## config.mk

```make
export PLATFORM = sky130hd
export DESIGN_NAME = uart_rx_fifo_mm_flat
export DESIGN_NICKNAME = d
export VERILOG_FILES = /design/src/rtl/uart_rx_fifo_mm_if.sv /design/src/rtl/uart_rx_fifo_mm.sv /design/src/flat_wrapper.sv
export SDC_FILE = /design/constraint.sdc
export NUM_CORES = 1
export LEC_CHECK = 0
export BUFFER_PORTS_ARGS = -buffer_cell sky130_fd_sc_hd__buf_2
export CORE_MARGIN = 3
export CORE_UTILIZATION = 55
export CTS_CLUSTER_SIZE = 30
export DETAILED_ROUTE_END_ITERATION = 12
export PLACE_DENSITY = 0.87
export SETUP_SLACK_MARGIN = 0.5
export SYNTH_ARGS = -nofsm -noshare
export SYNTH_HDL_FRONTEND = slang
export SYNTH_SLANG_ARGS = --single-unit
export TNS_END_PERCENT = 50
```

## constraint.sdc

```tcl
create_clock -name clk -period 5.13 [get_ports clk]
set_input_delay 0.7695 -clock clk [delete_from_list [all_inputs] [get_ports clk]]
set_output_delay 0.7695 -clock clk [all_outputs]
set_load 0.02 [all_outputs]
```

## src/rtl/uart_rx_fifo_mm_if.sv

```systemverilog
// Bundles the buart receive handshake, the data-bus port B signals and the interrupt line.
// Combinational wiring only: it adds no latency.
// No backpressure of its own; flow control is the rx_valid/rx_rd handshake it carries.
interface uart_rx_fifo_mm_if;
    logic        rx_valid;
    logic [7:0]  rx_data;
    logic        rx_rd;
    logic [31:0] addr_b;
    logic [31:0] data_b_in;
    logic [31:0] data_b_we;
    logic [31:0] data_b;
    logic        strobe_b;
    logic        irq;

    // Receiver and CPU side: drives bytes and bus requests, observes responses.
    modport master (
        output rx_valid, rx_data, addr_b, data_b_in, data_b_we,
        input  rx_rd, data_b, strobe_b, irq
    );

    // Buffer side: acknowledges bytes and answers the bus.
    modport slave (
        input  rx_valid, rx_data, addr_b, data_b_in, data_b_we,
        output rx_rd, data_b, strobe_b, irq
    );
endinterface

```

## src/rtl/uart_rx_fifo_mm.sv

```systemverilog
// Memory-mapped receive FIFO that drains buart and exposes STATUS/DATA/CTRL registers.
// Bus reads answer one cycle after the address; a byte is in the FIFO two cycles after rx_valid.
// A push into a full FIFO without a simultaneous pop is dropped and sets sticky ovf; the ack still completes.
module uart_rx_fifo_mm #(
    parameter int          DEPTH     = 16,
    parameter logic [31:0] ADDR_BASE = 32'd65541
) (
    input  logic              clk,
    input  logic              rst,
    uart_rx_fifo_mm_if.slave  bus
);
    localparam int         AW      = (DEPTH > 1) ? $clog2(DEPTH) : 1;
    localparam logic [7:0] DEPTH_C = 8'(DEPTH);

    typedef enum logic {IDLE, ACK} state_t;

    state_t        state;
    logic [7:0]    mem [DEPTH];
    logic [AW-1:0] rd_ptr;
    logic [AW-1:0] wr_ptr;
    logic [7:0]    count;
    logic          ovf;
    logic          irq_en;
    logic [7:0]    thresh;

    logic [31:0]   off;
    logic          hit;
    logic          wr;
    logic          full;
    logic          nempty;
    logic          pop;
    logic          push_try;
    logic          push_ok;
    logic [7:0]    head;
    logic [31:0]   rdata;

    // Offset from the register base; addresses below the base wrap to large values and miss.
    assign off      = bus.addr_b - ADDR_BASE;
    assign hit      = (off < 32'd3);
    assign wr       = |bus.data_b_we;
    assign full     = (count == DEPTH_C);
    assign nempty   = (count != 8'd0);
    assign head     = mem[rd_ptr];
    assign pop      = hit && !wr && (off[1:0] == 2'd1) && nempty;
    assign push_try = (state == ACK);
    // A pop in the same cycle frees the slot, so a push into a full FIFO still lands.
    assign push_ok  = push_try && (!full || pop);

    // Capture FSM: one-cycle rd pulse per byte, never re-acknowledging while rx_rd is high.
    always_ff @(posedge clk) begin
        if (rst) begin
            state     <= IDLE;
            bus.rx_rd <= 1'b0;
        end else begin
            case (state)
                IDLE: begin
                    if (bus.rx_valid && !bus.rx_rd) begin
                        bus.rx_rd <= 1'b1;
                        state     <= ACK;
                    end
                end
                ACK: begin
                    bus.rx_rd <= 1'b0;
                    state     <= IDLE;
                end
                default: begin
                    bus.rx_rd <= 1'b0;
                    state     <= IDLE;
                end
            endcase
        end
    end

    // FIFO pointers, occupancy and the sticky overflow flag.
    always_ff @(posedge clk) begin
        if (rst) begin
            rd_ptr <= '0;
            wr_ptr <= '0;
            count  <= 8'd0;
            ovf    <= 1'b0;
        end else begin
            if (push_ok) wr_ptr <= wr_ptr + AW'(1);
            if (pop)     rd_ptr <= rd_ptr + AW'(1);
            count <= count + {7'd0, push_ok} - {7'd0, pop};
            if (push_try && full && !pop)
                ovf <= 1'b1;
            else if (hit && wr && (off[1:0] == 2'd0) && bus.data_b_in[2])
                ovf <= 1'b0;
        end
    end

    // Byte storage; contents are don't-care until written, so no reset.
    always_ff @(posedge clk) begin
        if (push_ok) mem[wr_ptr] <= bus.rx_data;
    end

    // CTRL register writes.
    always_ff @(posedge clk) begin
        if (rst) begin
            irq_en <= 1'b0;
            thresh <= 8'd1;
        end else if (hit && wr && (off[1:0] == 2'd2)) begin
            irq_en <= bus.data_b_in[0];
            thresh <= bus.data_b_in[15:8];
        end
    end

    // Read-data mux; writes and misses return zero.
    always_comb begin
        rdata = 32'd0;
        if (hit && !wr) begin
            case (off[1:0])
                2'd0:    rdata = {16'd0, count, 5'd0, ovf, full, nempty};
                2'd1:    rdata = {24'd0, nempty ? head : 8'd0};
                2'd2:    rdata = {16'd0, thresh, 7'd0, irq_en};
                default: rdata = 32'd0;
            endcase
        end
    end

    // Registered bus response, one cycle after the address.
    always_ff @(posedge clk) begin
        if (rst) begin
            bus.data_b   <= 32'd0;
            bus.strobe_b <= 1'b0;
        end else begin
            bus.data_b   <= rdata;
            bus.strobe_b <= hit;
        end
    end

    // Level interrupt from the registered occupancy, so it trails count by one cycle.
    always_ff @(posedge clk) begin
        if (rst) bus.irq <= 1'b0;
        else     bus.irq <= irq_en && (count >= thresh);
    end
endmodule

```

## src/flat_wrapper.sv

```systemverilog
// flat-port wrapper written by rule: the top's interface ports become plain ports
module uart_rx_fifo_mm_flat 
#(
    parameter int          DEPTH     = 16,
    parameter logic [31:0] ADDR_BASE = 32'd65541
)
  (clk, rst, bus_rx_valid, bus_rx_data, bus_addr_b, bus_data_b_in, bus_data_b_we, bus_rx_rd, bus_data_b, bus_strobe_b, bus_irq);
  uart_rx_fifo_mm_if bus_i ();
  input  logic clk;
  input  logic rst;
  input wire logic [$bits(bus_i.rx_valid)-1:0] bus_rx_valid;
  input wire logic [$bits(bus_i.rx_data)-1:0] bus_rx_data;
  input wire logic [$bits(bus_i.addr_b)-1:0] bus_addr_b;
  input wire logic [$bits(bus_i.data_b_in)-1:0] bus_data_b_in;
  input wire logic [$bits(bus_i.data_b_we)-1:0] bus_data_b_we;
  output wire logic [$bits(bus_i.rx_rd)-1:0] bus_rx_rd;
  output wire logic [$bits(bus_i.data_b)-1:0] bus_data_b;
  output wire logic [$bits(bus_i.strobe_b)-1:0] bus_strobe_b;
  output wire logic [$bits(bus_i.irq)-1:0] bus_irq;
  assign bus_i.rx_valid = bus_rx_valid;
  assign bus_i.rx_data = bus_rx_data;
  assign bus_i.addr_b = bus_addr_b;
  assign bus_i.data_b_in = bus_data_b_in;
  assign bus_i.data_b_we = bus_data_b_we;
  assign bus_rx_rd = bus_i.rx_rd;
  assign bus_data_b = bus_i.data_b;
  assign bus_strobe_b = bus_i.strobe_b;
  assign bus_irq = bus_i.irq;
  uart_rx_fifo_mm #(.DEPTH(DEPTH), .ADDR_BASE(ADDR_BASE)) u_core (.clk(clk), .rst(rst), .bus(bus_i));
endmodule
```

# Yosys cells after proc, flatten, opt, wreduce, memory -nomap -nowiden

Memories as Yosys holds them, arrays and structs flattened. A register that Yosys moved wholly into a read port is not among the register bits.
Index checks and enable logic that the tools add are counted.

Bits in latches: 0
Bits in writable memories: 128
Logic and storage cells: 59
ROM bits: 0
Output and inout bits: 35
Register bits after elaboration: 62
Memories kept: 1

Memories:

| name       | depth | bits a word | read ports | clocked after memory_dff | wr ports | RTL line              | text |
|---|---|---|---|---|---|---|---|
| u_core.mem | 16    | 8           | 1          | 1                        | 1        | uart_rx_fifo_mm.sv:18 | `logic [7:0] mem [DEPTH];` |

$add $sub $neg: 5
Divide/modulo/power cells: 0
Magnitude comparators: 2
Multipliers: 0
Reduce and logical (&&, ||, !) cells: 22
Multiplexer cells: 12
Bitwise logic cells: 2
Eq/ne operators: 4
Shift-type cells: 0

Operators with widths:

| kind                     | count |
|---|---|
| $pmux W16 S3             | 1 |
| $lt A32 B2 Y1 const B    | 1 |
| $reduce_or A32 Y1        | 1 |
| $sub A32 B17 Y32 const B | 1 |
| $logic_and A1 B1 Y1      | 12 |
| $add A4 B1 Y4 const B    | 2 |
| $add A8 B1 Y8            | 1 |
| $eq A8 B5 Y1 const B     | 1 |
| $ge A8 B8 Y1             | 1 |
| $mux W4                  | 2 |
| $mux W8                  | 1 |
| $reduce_bool A8 Y1       | 1 |
| $sub A8 B1 Y8            | 1 |
| $mux W1                  | 6 |
| $logic_not A1 Y1         | 4 |
| $pmux W1 S2              | 2 |
| $eq A2 B1 Y1 const B     | 1 |
| $eq A2 B2 Y1 const B     | 1 |
| $logic_not A2 Y1         | 1 |
| $ne A2 B1 Y1 const B     | 1 |
| $not A1 Y1               | 2 |
| $reduce_bool A2 Y1       | 1 |
| $reduce_or A2 Y1         | 1 |
| $logic_or A1 B1 Y1       | 1 |

# Longest topological paths before layout

Depth in word-level cells: 9
Depth in mapped cells: 20
Mapped depth without buffers: 20

# Least setup slack after synthesis

OpenSTA, ideal clock, no wires.

Kind: input to register
Start point: input bus_addr_b[13]
End point: register u_core.count[6]
Setup slack: 0.976 ns
Setup time: 0.128 ns
Stages on the path: 19
Data required time: 5.002 ns
Arrival: 4.026 ns
Cell sequence: nor4_2 -> nand4_1 -> a211o_1 -> a32oi_4 -> o2111a_2 -> nand3_1 -> inv_1 -> ha_1 -> inv_1 -> ha_1 -> inv_1 -> fa_1 -> nand2b_1 -> a21oi_1 -> o21ai_0 -> a21oi_1 -> nor2_1 -> xor2_1 -> nor2_1

Cells in the longest elaborated chain, start to end: 9

RTL lines:

| element                              | RTL line              | text |
|---|---|---|
| from (decl)                          | flat_wrapper.sv:13    | `input wire logic [$bits(bus_i.addr_b)-1:0] bus_addr_b;` |
| $sub A32 B17 Y32 (*)                 | uart_rx_fifo_mm.sv:38 | `assign off = bus.addr_b - ADDR_BASE;` |
| $lt A32 B2 Y1 (*)                    | uart_rx_fifo_mm.sv:39 | `assign hit = (off < 32'd3);` |
| $logic_and A1 B1 Y1 (*) (3 in a row) | uart_rx_fifo_mm.sv:44 | `assign pop = hit && !wr && (off[1:0] == 2'd1) && nempty;` |
| $logic_or A1 B1 Y1                   | uart_rx_fifo_mm.sv:47 | `assign push_ok = push_try && (!full \|\| pop);` |
| $logic_and A1 B1 Y1                  | uart_rx_fifo_mm.sv:47 |  |
| $add A8 B1 Y8                        | uart_rx_fifo_mm.sv:84 | `count <= count + {7'd0, push_ok} - {7'd0, pop};` |
| $sub A8 B1 Y8 (*)                    | uart_rx_fifo_mm.sv:84 |  |
| to (signal assigned)                 | uart_rx_fifo_mm.sv:84 |  |
| to (decl)                            | uart_rx_fifo_mm.sv:21 | `logic [7:0] count;` |

Mark *: on every way between the ends. The rest lies on a longest branch, timed or not.
A chain may end at the register's enable or synchronous reset.

# Final worst setup path

Start point: input bus_addr_b[5]
End point: register u_core.count[6]

Same word-level chain as after synthesis.

==> metrics <==
Clock power frac=0.390; WP data arrival=between 4 and 5 ns; register share of total power=0.485; share of layout cells above drive strength 1=0.311; area of the core=approximately 0.014 mm2; Lkg Pwr=~3.4 nW; nets=803; dpl cells=just over 800; period utilization=0.867; max_slew headroom=0.292; IO buf count=just over 100; CTS tree=yes; Longest Clk Path Bufs=2; clock sinks=~180; clk_lat worst skew=around 0.43 ns; Setup Skew=0.0108 ns; 1st-iter DRT viols=507; HPWL Detailed=between 10000 and 15000 um; gr usage total=0.229; Final WS setup=0.681 ns; first-pass GRT wire length=roughly 28000 um; Worst-path clk slew=approximately 0.07 ns; Placement Setup Slack=0.280 ns; initial antenna violation count=0; Synth cell types=70; status=finished, final reports clean; Mapped Cells=~560; Max Freq=approximately 220 MHz; Sw Pwr=approximately 890 uW; Die Width=roughly 130 um; dpl cell area=~0.009 mm2; H-tree lvl count=4; post-synthesis sequential area ratio=0.594; Final Hold Fails=0; CP required=around 5.4 ns; Power Density=347 mW/mm2; Max Slew Vio Count=0; setup TNS=0 ns; DRT Wirelength=roughly 18000 um; FF+latch count, synth=178; die height=around 130 um; number of cell rows=43; synthesized area=roughly 0.0082 mm2; Hold Crit Class=reg2reg; WL per Instance=approximately 21 um; total gr overflow=0; Via Count=~5200; CP Capture Type=register; MaxCap Viol Count=0; number of diodes=0; GP Congestion=between 0.8 and 0.9; # DRC=0; vias in the first global route=roughly 5300; EDFF count, synth=~130; combinational share of power=0.125; Via density=just over 6; Synth Flop Type=edfxtp_1; critical path class=in2reg; Int Power=2.40 mW; mean post-synth cell area=between 10 and 15 um2; CP max FO=4; RSZ-0062 raised after global routing=false; Tmin final=4.45 ns; final instance area=about 0.0095 mm2; asr flop ratio synth=0; Cell Count, Final, Fillers Out=864; Peak supply drop=around 0.27 mV; Net Sw Frac=0.270; P&R area growth vs syn=15.9%; first drt pass iteration count=5; Critical Path Source Type=input pin; Ys Warns=0; DRT antenna net count=0; final setup vio count=0; pin count of the biggest net entering global routing=45; Total Power=between 3 and 4 mW; cts bufs inserted=17; IO Pins=142; overall die area=between 0.015 and 0.02 mm2; CTS Root Buffer Type=clkbuf_16; Tightest Pin Transition=approximately 1.1 ns; initial core utilization=0.575
[layer usage]
| metal | vias up | track usage | share of wire |
|---|---|---|---|
| li1 | 2362 | - | - |
| met1 | 2569 | 0.283 | 0.39 |
| met2 | 273 | 0.394 | 0.52 |
| met3 | 45 | 0.0504 | 0.070 |
| met4 | 0 | 0.0893 | 0.023 |
| met5 | - | 0 | 0 |
[power groups by stage]
stage,Sequential (mW),Combinational (mW),Clock (mW)
CTS,1.59,0.402,1.30
floorplan,1.61,0.283,0
global route,1.60,0.449,1.36
detailed placement,1.62,0.385,0
global placement,1.62,0.360,0
finish,1.59,0.410,1.28
[metrics by stage]
stage           util  hold slack, ns
6_report       0.666           0.467
5_1_grt        0.666           0.496
4_1_cts        0.663           0.470
3_5_place_dp   0.620           0.456
3_3_place_gp   0.620           0.434
2_1_floorplan      -           0.456
[cells in the mapped netlist, types with 3 or more instances]
cell type / n / area [um2]
buf_4: 18 / 135
nand3_1: 7 / 35.0
and3_1: 3 / 18.8
nor4b_1: 7 / 61.3
nand2b_1: 11 / 68.8
a21oi_1: 13 / 65.1
a21o_1: 5 / 37.5
mux4_2: 40 / 901
nand4b_1: 3 / 26.3
or4_1: 3 / 22.5
mux2i_1: 20 / 200
o211ai_1: 3 / 22.5
clkbuf_1: 14 / 52.6
nand2_1: 22 / 82.6
nor2_1: 45 / 169
ha_1: 24 / 300
xor2_1: 5 / 43.8
xnor2_1: 3 / 26.3
nor4_1: 14 / 87.6
dfxtp_1: 50 / 1000
o21ai_0: 8 / 40.0
nor4b_2: 3 / 45.0
buf_2: 5 / 25.0
nor3_1: 13 / 65.1
edfxtp_1: 128 / 3840
inv_1: 28 / 105
nor3b_1: 8 / 60.1
a211o_1: 3 / 26.3
nor2b_1: 5 / 31.3
and4b_1: 4 / 40.0
[worst max-delay path: stages]
cell	delay, ns
buf_2	0.11
nor4_4	0.35
nand4_1	0.25
a211o_1	0.36
a32oi_4	0.26
o2111a_2	0.32
nand3_1	0.19
inv_1	0.10
ha_1	0.23
inv_1	0.07
ha_1	0.19
inv_1	0.06
fa_1	0.40
nand2b_1	0.17
a21oi_1	0.29
o21ai_0	0.17
a21oi_1	0.17
nor2_1	0.07
xor2_1	0.14
nor2_1	0.05
[cells in the final DEF (no fill, tap or decap), types with 11 or more instances in the layout]
master | synthesis | final
a21oi_1 | 13 | 13
buf_2 | 5 | 103
buf_4 | 18 | 11
clkbuf_16 | 0 | 17
conb_1 | 1 | 16
dfxtp_1 | 50 | 48
edfxtp_1 | 128 | 128
ha_1 | 24 | 24
inv_1 | 28 | 28
mux2i_1 | 20 | 20
mux4_2 | 40 | 40
nand2_1 | 22 | 22
nand2b_1 | 11 | 11
nor2_1 | 45 | 45
nor3_1 | 13 | 13
nor4_1 | 14 | 13
[worst paths after layout]
check	startpoint	to	slack, ns	depth (start not counted)
worst min register to register	u_core.bus.rx_rd$_SDFFE_PP0P_	u_core.push_try$_SDFF_PP0_	0.47	1
worst min-delay path	u_core.bus.rx_rd$_SDFFE_PP0P_	u_core.push_try$_SDFF_PP0_	0.47	1
worst max-delay path	bus_addr_b[5]	u_core.count[6]$_SDFF_PP0_	0.68	20
worst max register to register	u_core.count[6]$_SDFF_PP0_	u_core.count[6]$_SDFF_PP0_	0.79	20
[what timing repair did]
| item | in CTS | in global routing |
|---|---|---|
| setup buffers | 0 | 2 |
| hold buffers | 0 | 0 |
| gates resized for setup | 0 | 4 |
| endpoints found under the setup margin | 0 | 1 |
[final cells by class]
type / instances / area (um2)
sequential: 178 / 4850
timing repair buffer: 114 / 598
fill: 937 / 4740
tap: 180 / 225
multi-input combinational: 331 / 3070
clock buffer: 17 / 425
inverter: 29 / 109
clock inverter: 15 / 183
[registers in the layout (all words and copies together) (netlist names), named ones only]
name                 count
u_core.bus.strobe_b      1
u_core.count             8
u_core.thresh            8
u_core.ovf               1
u_core.wr_ptr            4
u_core.bus.irq           1
u_core.push_try          1
u_core.bus.rx_rd         1
u_core.bus.data_b       16
u_core.rd_ptr            4
u_core.irq_en            1
u_core.mem             128
[kinds of logic (layout without fill, tap and decap cells)]
group           Yosys count  in the layout  share of synthesized area
compound gates           55             55                     0.0546
mux                      63             63                      0.140
simple gates            164            164                      0.122
fa+ha+maj                25             25                     0.0392
other cells               1             16                   0.000459
xor+xnor                  8              8                    0.00859
buf+inv                  69            175                     0.0417
flops                   178            178                      0.594
Note: power is estimated with default switching activity, not from simulation.
